$ cat src/rtl/sst_pkg.sv
// Shared definitions for the save-state dump path: address width, region map,
// pad byte and the streamer FSM states.
package sst_pkg;

    localparam int SST_ADDR_W = 13;

    localparam logic [12:0] SST_REG_BASE  = 13'h000;
    localparam logic [12:0] SST_SNIF_BASE = 13'h080;
    localparam logic [12:0] SST_OAM_BASE  = 13'h100;
    localparam logic [12:0] SST_MEM_BASE  = 13'h200;

    localparam logic [7:0] SST_PAD = 8'hFF;

    typedef enum logic [1:0] {
        ST_IDLE  = 2'd0,
        ST_ISSUE = 2'd1,
        ST_WAIT  = 2'd2,
        ST_DRAIN = 2'd3
    } sst_state_e;

endpackage

$ cat src/rtl/sst_word_fifo.sv
// Small synchronous word FIFO; flush empties it in one clock and wins over
// push and pop. Push when full and pop when empty are dropped.
module sst_word_fifo #(
    parameter int DEPTH = 4,
    parameter int W     = 16
) (
    input  logic                     clk,
    input  logic                     sys_rst_n,
    input  logic                     i_push,
    input  logic [W-1:0]             i_din,
    input  logic                     i_pop,
    input  logic                     i_flush,
    output logic [W-1:0]             o_dout,
    output logic [$clog2(DEPTH):0]   o_count
);

    localparam int AW = $clog2(DEPTH);

    logic [W-1:0]  r_mem [DEPTH];
    logic [AW-1:0] r_wr_ptr;
    logic [AW-1:0] r_rd_ptr;
    logic [AW:0]   r_count;
    logic          w_do_push;
    logic          w_do_pop;

    assign w_do_push = i_push && !i_flush && (r_count != (AW+1)'(DEPTH));
    assign w_do_pop  = i_pop && !i_flush && (r_count != '0);

    always_ff @(posedge clk or negedge sys_rst_n) begin
        if (!sys_rst_n) begin
            r_wr_ptr <= '0;
            r_rd_ptr <= '0;
            r_count  <= '0;
        end else if (i_flush) begin
            r_wr_ptr <= '0;
            r_rd_ptr <= '0;
            r_count  <= '0;
        end else begin
            if (w_do_push) r_wr_ptr <= r_wr_ptr + 1'b1;
            if (w_do_pop)  r_rd_ptr <= r_rd_ptr + 1'b1;
            r_count <= r_count + {{AW{1'b0}}, w_do_push} - {{AW{1'b0}}, w_do_pop};
        end
    end

    always_ff @(posedge clk) begin
        if (w_do_push) r_mem[r_wr_ptr] <= i_din;
    end

    assign o_dout  = r_mem[r_rd_ptr];
    assign o_count = r_count;

endmodule

$ cat src/rtl/sst_dump_streamer.sv
// Reads a range of the save-state window byte by byte, packs little-endian
// 16-bit words into a FIFO for the PI side and keeps a running byte sum.
module sst_dump_streamer
    import sst_pkg::*;
#(
    parameter int RD_LAT     = 2,
    parameter int FIFO_DEPTH = 4
) (
    input  logic        clk,
    input  logic        sys_rst_n,
    input  logic        start,
    input  logic [12:0] base,
    input  logic [13:0] len,
    input  logic        abort,
    output logic [12:0] sst_addr,
    output logic        sst_rd,
    input  logic [7:0]  sst_di,
    output logic [15:0] word,
    output logic        word_valid,
    input  logic        word_ready,
    output logic        busy,
    output logic        done,
    output logic [15:0] sum
);

    localparam int CNT_W = $clog2(FIFO_DEPTH) + 1;
    localparam int CR_W  = 8;
    localparam int IF_W  = 3;

    sst_state_e              r_state;
    sst_state_e              w_next_state;
    logic [SST_ADDR_W-1:0]   r_addr;
    logic [13:0]             r_remain;
    logic [RD_LAT-1:0]       r_pipe;
    logic [IF_W-1:0]         r_inflight;
    logic [7:0]              r_pack_lo;
    logic                    r_pack_vld;
    logic [15:0]             r_sum;
    logic                    r_done;
    logic                    r_aborting;

    logic [CNT_W-1:0]        w_count;
    logic [15:0]             w_push_data;
    logic                    w_push;
    logic                    w_pop;
    logic                    w_abort;
    logic                    w_ret;
    logic                    w_ret_use;
    logic                    w_credit;
    logic                    w_empty_next;
    logic                    w_issue;
    logic                    w_pad_push;
    logic                    w_finish;

    assign w_abort   = abort && (r_state != ST_IDLE);
    assign w_pop     = (w_count != '0) && word_ready && !w_abort;
    assign w_ret     = r_pipe[RD_LAT-1];
    // A byte landing in the abort clock or afterwards belongs to a cancelled dump.
    assign w_ret_use = w_ret && !r_aborting && !w_abort;

    // Each unpopped byte costs one unit of credit, whether inflight, held or queued.
    assign w_credit = (CR_W'(r_inflight) + CR_W'(r_pack_vld) + (CR_W'(w_count) << 1))
                      < CR_W'(2 * FIFO_DEPTH);

    assign w_empty_next = (w_count == '0) || ((w_count == CNT_W'(1)) && w_pop);

    assign w_push      = (w_ret_use && r_pack_vld) || w_pad_push;
    assign w_push_data = w_pad_push ? {SST_PAD, r_pack_lo} : {sst_di, r_pack_lo};

    always_ff @(posedge clk or negedge sys_rst_n) begin
        if (!sys_rst_n) r_state <= ST_IDLE;
        else            r_state <= w_next_state;
    end

    always_comb begin
        w_next_state = r_state;
        w_issue      = 1'b0;
        w_pad_push   = 1'b0;
        w_finish     = 1'b0;
        case (r_state)
            ST_IDLE: begin
                if (start && (len != '0)) w_next_state = ST_ISSUE;
                else if (start)           w_finish     = 1'b1;
            end
            ST_ISSUE: begin
                w_issue = w_credit;
                if (w_abort)                               w_next_state = ST_WAIT;
                else if (w_credit && (r_remain == 14'd1))  w_next_state = ST_WAIT;
            end
            ST_WAIT: begin
                if (!w_abort && (r_inflight == '0)) begin
                    if (r_aborting) begin
                        w_next_state = ST_IDLE;
                    end else if (r_pack_vld) begin
                        w_pad_push   = 1'b1;
                        w_next_state = ST_DRAIN;
                    end else if (w_empty_next) begin
                        w_finish     = 1'b1;
                        w_next_state = ST_IDLE;
                    end else begin
                        w_next_state = ST_DRAIN;
                    end
                end
            end
            ST_DRAIN: begin
                if (w_abort) begin
                    w_next_state = ST_WAIT;
                end else if (w_empty_next) begin
                    w_finish     = 1'b1;
                    w_next_state = ST_IDLE;
                end
            end
            default: w_next_state = ST_IDLE;
        endcase
    end

    always_ff @(posedge clk or negedge sys_rst_n) begin
        if (!sys_rst_n) begin
            r_addr     <= '0;
            r_remain   <= '0;
            r_pipe     <= '0;
            r_inflight <= '0;
            r_pack_lo  <= '0;
            r_pack_vld <= 1'b0;
            r_sum      <= '0;
            r_done     <= 1'b0;
            r_aborting <= 1'b0;
        end else begin
            r_pipe     <= (r_pipe << 1) | RD_LAT'(w_issue);
            r_inflight <= r_inflight + IF_W'(w_issue) - IF_W'(w_ret);
            r_done     <= w_finish;
            if ((r_state == ST_IDLE) && start) begin
                r_addr     <= base;
                r_remain   <= len;
                r_sum      <= '0;
                r_pack_vld <= 1'b0;
                r_aborting <= 1'b0;
            end else begin
                if (w_issue) begin
                    r_addr   <= r_addr + 1'b1;
                    r_remain <= r_remain - 1'b1;
                end
                if (w_abort) begin
                    r_remain   <= '0;
                    r_aborting <= 1'b1;
                    r_pack_vld <= 1'b0;
                end else if (w_ret_use) begin
                    r_sum <= r_sum + {8'h00, sst_di};
                    if (!r_pack_vld) begin
                        r_pack_lo  <= sst_di;
                        r_pack_vld <= 1'b1;
                    end else begin
                        r_pack_vld <= 1'b0;
                    end
                end else if (w_pad_push) begin
                    r_pack_vld <= 1'b0;
                end
            end
        end
    end

    sst_word_fifo #(
        .DEPTH (FIFO_DEPTH),
        .W     (16)
    ) u_fifo (
        .clk       (clk),
        .sys_rst_n (sys_rst_n),
        .i_push    (w_push),
        .i_din     (w_push_data),
        .i_pop     (w_pop),
        .i_flush   (w_abort),
        .o_dout    (word),
        .o_count   (w_count)
    );

    assign sst_addr   = r_addr;
    assign sst_rd     = w_issue;
    assign word_valid = (w_count != '0);
    assign busy       = (r_state != ST_IDLE);
    assign done       = r_done;
    assign sum        = r_sum;

endmodule

$ cat config.mk
export PLATFORM = sky130hd
export DESIGN_NAME = sst_dump_streamer
export DESIGN_NICKNAME = d
export VERILOG_FILES = /design/src/rtl/sst_pkg.sv /design/src/rtl/sst_word_fifo.sv /design/src/rtl/sst_dump_streamer.sv
export SDC_FILE = /design/constraint.sdc
export NUM_CORES = 1
export LEC_CHECK = 0
export CAP_MARGIN = 20
export CORE_UTILIZATION = 55
export CTS_BUF_LIST = sky130_fd_sc_hd__clkbuf_2 sky130_fd_sc_hd__clkbuf_4 sky130_fd_sc_hd__clkbuf_8
export CTS_CLUSTER_SIZE = 14
export DETAILED_ROUTE_END_ITERATION = 12
export PLACE_DENSITY_LB_ADDON = 0.15
export SLEW_MARGIN = 20
export SYNTH_ARGS = -nofsm -noshare
export SYNTH_HDL_FRONTEND = slang
export SYNTH_SLANG_ARGS = --single-unit
$ cat constraint.sdc
create_clock -name clk -period 2.82 [get_ports clk]
set_clock_uncertainty 0.05 [all_clocks]
set_input_delay 0.423 -clock clk [delete_from_list [all_inputs] [get_ports clk]]
set_output_delay 0.423 -clock clk [all_outputs]
set_load 0.005 [all_outputs]
After elaboration in Yosys (flattened, before gate mapping). Memories as Yosys holds them, arrays and structs flattened. Index checks and enable logic that the tools add are counted.

Bits in latches: 0. Bits in read-only memories: 0. Memories: 1. Bits in writable memories: 64. Logic and storage cells: 122. Bits of input ports: 40. Output and inout bits: 49. Bits in registers: 68.

Memory list: u_fifo.r_mem (depth 4, width 16, rd ports 1, clocked after memory_dff 0, wr ports 1, RTL line sst_word_fifo.sv:19) `logic [W-1:0] r_mem [DEPTH];`.

$mul: 0. Add/subtract/negate cells: 11. Reduce and logical (&&, ||, !) cells: 35. Divide/modulo/power cells: 0. Bitwise gates (word level): 4. Equal/unequal tests: 11. $lt $le $gt $ge: 1. Shift operators: 0. Mux-type cells: 46.

Operators by type and width (count): 2-to-1 mux 16 bit (4); 2-to-1 mux 14 bit (3); 2-to-1 mux 13 bit (2); 2-to-1 mux 2 bit (13); 2-to-1 mux 1 bit (21); adder 16 x 8 -> 16 bit (1); logical AND 1 bit (15); equality test 14 x 1 -> 1 bit, second input constant (1); nonzero test 14 bit (1); subtractor 14 x 1 -> 14 bit, second input constant (1); adder 13 x 1 -> 13 bit, second input constant (1); nonzero test 2 bit (6); one-hot mux 2 bit (4 select lines) (1); AND reduction 4 bit (2); adder 3 x 1 -> 3 bit (2); logical NOT 3 bit (2); inequality test 2 bit, second input constant (3); inequality test 3 x 2 -> 1 bit, second input constant (2); nonzero test 3 bit (2); subtractor 3 x 1 -> 3 bit (2); adder 4 x 4 -> 5 bit (1); less-than comparator 5 x 4 -> 1 bit, second input constant (1); adder 2 x 1 -> 2 bit, second input constant (2); adder 3 x 1 -> 4 bit (1); 13 further kinds (18).

Logic depth before layout (Yosys ltp). Gate-level depths: netlist (run 1).

Depth after elaboration: 12. Mapped depth: 12. Gate-level depth less buffers: 11.

By module. From an unflattened synthesis (run 1), not the netlist that was laid out.

Cells, all modules: 516. Area total of the unflattened synthesis: 6436.2 um^2.

Modules (own cells, without submodules): sst_dump_streamer (sequential area each 1526.5 um^2, instances 1, area an instance 3622.2 um^2, cells an instance 389); sst_word_fifo (sequential area each 2097.0 um^2, instances 1, area an instance 2813.9 um^2, cells an instance 127).

Worst setup path after synthesis (run 1). No wires, ideal clock.

Path kind: reg-to-reg. Start point: reg u_fifo.r_count[1] (netlist: u_fifo.o_count[1]). End point: reg r_inflight[2]. Path buffers: 1. Setup slack: 0.208 ns. Setup time: 0.126 ns. Arrival: 2.435 ns. Period minus slack after synthesis: 2.612 ns. Required time: 2.644 ns. Cell stages (with the launch flop): 10. Path through: dfrtp_1 -> ha_1 -> a2111oi_4 -> and3_1 -> buf_2 -> ha_1 -> inv_1 -> fa_1 -> xnor2_1 -> xnor2_1.

Longest elaborated chain between the ends: 5.

Ends and longest elaborated chain: start: declaration (RTL line sst_word_fifo.sv:22) `logic [AW:0] r_count;`; start signal: assignment (RTL line sst_word_fifo.sv:41) `r_count <= r_count + {{AW{1'b0}}, w_do_push} - {{AW{1'b0}}, w_do_pop};`; adder 4 x 4 -> 5 bit (RTL line sst_dump_streamer.sv:62) `assign w_credit = (CR_W'(r_inflight) + CR_W'(r_pack_vld) + (CR_W'(w_count) << 1))`; less-than comparator 5 x 4 -> 1 bit (RTL line sst_dump_streamer.sv:63) `< CR_W'(2 * FIFO_DEPTH);`; 2-to-1 mux 1 bit (RTL line sst_dump_streamer.sv:80) `case (r_state)`; named net sst_rd (RTL line sst_dump_streamer.sv:16) `output logic sst_rd,`; adder 3 x 1 -> 3 bit (RTL line sst_dump_streamer.sv:130) `r_inflight <= r_inflight + IF_W'(w_issue) - IF_W'(w_ret);`; subtractor 3 x 1 -> 3 bit (RTL line sst_dump_streamer.sv:130); end signal: assignment (RTL line sst_dump_streamer.sv:130); end: declaration (RTL line sst_dump_streamer.sv:35) `logic [IF_W-1:0] r_inflight;`.

The timed path passes the listed nets, and every way through them passes these cells. A chain may end at the register's enable or synchronous reset.

Final worst setup path (run 1).
Start point: reg r_inflight[2]. End point: out sst_rd.

Longest elaborated chain between the ends: 4.

Ends and longest elaborated chain (RTL line): adder 3 x 1 -> 4 bit (sst_dump_streamer.sv:62); adder 4 x 4 -> 5 bit (sst_dump_streamer.sv:62); less-than comparator 5 x 4 -> 1 bit (sst_dump_streamer.sv:63); 2-to-1 mux 1 bit (sst_dump_streamer.sv:80); end: declaration (sst_dump_streamer.sv:16).

No other way between the ends.

==> impl_results.md, run 1 <==
- Layout fillers: slightly below 800
- Lkg Pwr: between 0.003 and 0.004 uW
- Most frequent cell after synthesis: dfrtp_1
- HP Class: flip-flop to flip-flop
- Layout area overhead: 25.6%
- Overall Power: around 7500 uW
- Via count: between 4000 and 5000
- Share of layout cells above drive strength 1: 0.158
- Buffers on Ports: 88
- Residual DRC: 0
- Post-synth top cells: dfrtp_1, edfxtp_1, nand2_1, o21ai_0, nor2_1
- Sequential-to-total area share from yosys stat: 0.570
- Post-Synthesis Cells: 515
- 1st-pass router iterations: 5
- Post-synth EDFFs: 64
- Outcome: finished clean
- Die Wd: between 100 and 150 um
- FFs w/ async S/R, synth: 0.515
- Crit end category: output pin
- Post-route cell area: between 7000 and 8000 um^2
- Max-cap viol count: 0
- Max IR drop VDD: 0.513 mV
- Drt total wl: roughly 14 mm
- Max FO, Critical Path: 4
- First-pass GRT wire length: 22.3 mm
- Top_reg_cell synth: dfrtp_1
- Largest net degree at the start of global routing: 69
- Final Wtd Congestion: roughly 0.85
- Tcrit/Tclk final: 0.967
- Main area contributors after synthesis: edfxtp_1, dfrtp_1, mux4_2, ha_1, xnor2_1
- Synth Warn #: 0
- Die height: roughly 110 um
- Count of pins over their slew limit: 0
- Final ANT Viol Nets: 0
- CTS buffer count: 17
- Final Util: 0.724
- Synthesized area: ~6400 um^2
- Minimum clock period: between 2 and 3 ns
- CP Launch Type: flip-flop
- # clock sinks: 132
- Post-synth top area cell: edfxtp_1
- Mapped Avg Cell Area: 12.3 um^2
- # rows: 38
- Routed vias/inst: roughly 5.7
- Post-DP HPWL: around 9.5 mm
- Number of global-route vias before repair: roughly 4600
- Synth top area share: 0.302
- Worst-margin pin slew: approximately 0.54 ns
- H-tree depth: 4
- Initial antenna violation count: 0
- Total negative slack: 0 ns
- RSZ-0062 raised after global routing: false
- Core area: between 10000 and 15000 um^2
- Fin cells: slightly below 800
- Final hold viol count: 0
- Pwr Density: between 900 and 1000 nW/um^2
- Syn_nets: 579
- Iter 0 DRT Violations: 225
- Slew margin rel.: 0.635
- Nets: between 600 and 700
- FF+latch count, synth: 132
- Setup CP Type: flip-flop to output pin
- Ant. Diodes: 0
- Wire length per cell: ~17 um
- Placed cell area: roughly 7500 um^2
- Critical path required time: 2.35 ns
- Endpoints failing setup: 0
- Max clock buf depth: 2
- Clk Latency, worst-skew pair: roughly 0.44 ns
- Max Fclk: 367 MHz
- I/O pins: between 80 and 90
- Placed cell count: around 740
- Clock transition at path regs: roughly 0.080 ns
- WP data arrival: approximately 2.3 ns
- GRT Total Usage: 0.251
- Root Driver: clkbuf_8
- CTS tree: done
- Die Area: about 12000 um^2
- Starting Density: 0.576
- Distinct cells, synth: 58
- Total grt overflow: 0
==> critical path: stages (launching register included) <==
cell and delay, ns:
dfrtp_2 0.45, ha_4 0.26, a2111oi_4 0.36, and3_4 0.26
clkdlybuf4s50_1 0.49
==> metal layers <==
layer | up-vias | global-route usage | routed length (um)
met4 | 0 | 0.134 | 372
met2 | 125 | 0.429 | 7010
met1 | 2192 | 0.297 | 5640
li1 | 2099 | - | -
met5 | - | 0 | 0
met3 | 29 | 0.0528 | 596
==> state kept, by name, summed over array words and instances, names as in the netlist <==
register	flops
done	1
sum	16
sst_addr	13
r_pack_lo	8
r_pipe	2
u_fifo.r_rd_ptr	2
u_fifo.o_count	3
r_inflight	3
u_fifo.r_mem	64
r_state	2
u_fifo.r_wr_ptr	2
r_aborting	1
r_pack_vld	1
r_remain	14
==> report_power, final <==
group	switching, uW	internal [uW]
sequential	460	2480
combinational	1300	1510
clock	765	986
total	2520	4970
==> cells by family (layout without fill, tap and decap cells) <==
| kind of cell | Yosys count | count (layout) | synth area share |
|---|---|---|---|
| flip-flops | 132 | 132 | 0.570 |
| AND/OR/NAND/NOR | 172 | 172 | 0.137 |
| multiplexers | 30 | 30 | 0.0802 |
| adder cells (fa/ha/maj) | 24 | 24 | 0.0508 |
| buffers and inverters | 40 | 164 | 0.0268 |
| XOR/XNOR | 31 | 31 | 0.0427 |
| AO/OA/AOI/OAI | 86 | 86 | 0.0926 |
==> timing repair <==
item | in CTS | in global routing
setup buffers | 2 | 0
endpoints found under the setup margin | 1 | 1
hold buffers | 1 | 0
gates resized for setup | 4 | 1
pin swaps | 1 | 0
hold endpoints to repair | 68 | 0
==> path summary, 6_finish.rpt <==
path	from	end	slack, ns	cells after the start
hold reg to reg	r_pipe[0]	r_pipe[1]	0.31	0
setup reg to reg	u_fifo.o_count[1]	u_fifo.o_count[2]	0.21	12
hold / removal	r_pipe[0]	r_pipe[1]	0.31	0
min in group asynchronous	sys_rst_n	sst_addr[9]	0.48	3
setup / recovery	r_inflight[2]	sst_rd	0.09	4
max in group asynchronous	sys_rst_n	u_fifo.o_count[1]	1.92	3
==> cell type report <==
cell class	instances	area (um^2)	share of cell area
Sequential cell	132	3630	0.454
Multi-Input combinational cell	343	2580	0.323
Timing Repair Buffer	113	1090	0.137
Clock buffer	18	241	0.0303
Clock inverter	14	200	0.0251
Tap cell	140	175	0.0219
Inverter	19	71.3	0.00893
==> cells in the final DEF (no fill, tap or decap), types with 3 or more instances in the layout <==
cell type        synthesis  final
edfxtp_1                64     64
nand3_1                  9      9
fa_1                     3      3
mux2_2                   7      7
or2_2                   10     10
ha_1                    21     20
xor2_1                   7      7
o21ai_0                 33     33
nor2b_1                  6      6
mux2i_1                  7      7
a21oi_1                 21     21
inv_6                    0      3
buf_4                    0     22
nand2_1                 55     55
a21o_1                   3      3
a2111o_1                 4      4
or3_1                    6      6
clkdlybuf4s50_1          0     87
mux4_2                  16     16
nor2_1                  30     30
and4_1                   3      3
o31ai_1                  3      3
bufinv_16                0      4
xnor2_1                 24     24
nor4_1                   8      8
dfrtp_1                 68     66
clkbuf_8                 0     17
nand4_1                  9      9
and2_1                   6      6
nor3_1                   9      9
nand2b_1                 8      8
and3_1                   6      5
inv_1                   19     19
==> through the flow <==
step / setup slack (ns) / hold slack, ns
after floorplan: 0.208 / 0.0774
after global routing: 0.0147 / 0.321
after CTS: 0.0434 / 0.316
final: 0.0920 / 0.312
after global placement: 0.0465 / 0.282
after detailed placement: -0.0317 / 0.299
No activity file was read; power rests on OpenSTA's default activity.
==> run 2: changes to the inputs <==
--- a/config.mk
+++ b/config.mk
@@ -10,6 +10,7 @@
 export CTS_BUF_LIST = sky130_fd_sc_hd__clkbuf_2 sky130_fd_sc_hd__clkbuf_4 sky130_fd_sc_hd__clkbuf_8
 export CTS_CLUSTER_SIZE = 14
 export DETAILED_ROUTE_END_ITERATION = 12
+export GPL_ROUTABILITY_DRIVEN = 1
 export PLACE_DENSITY_LB_ADDON = 0.15
 export SLEW_MARGIN = 20
 export SYNTH_ARGS = -nofsm -noshare
==> results of run 2 <==
Final layout, timing and power as in run 1 (identical DEF).
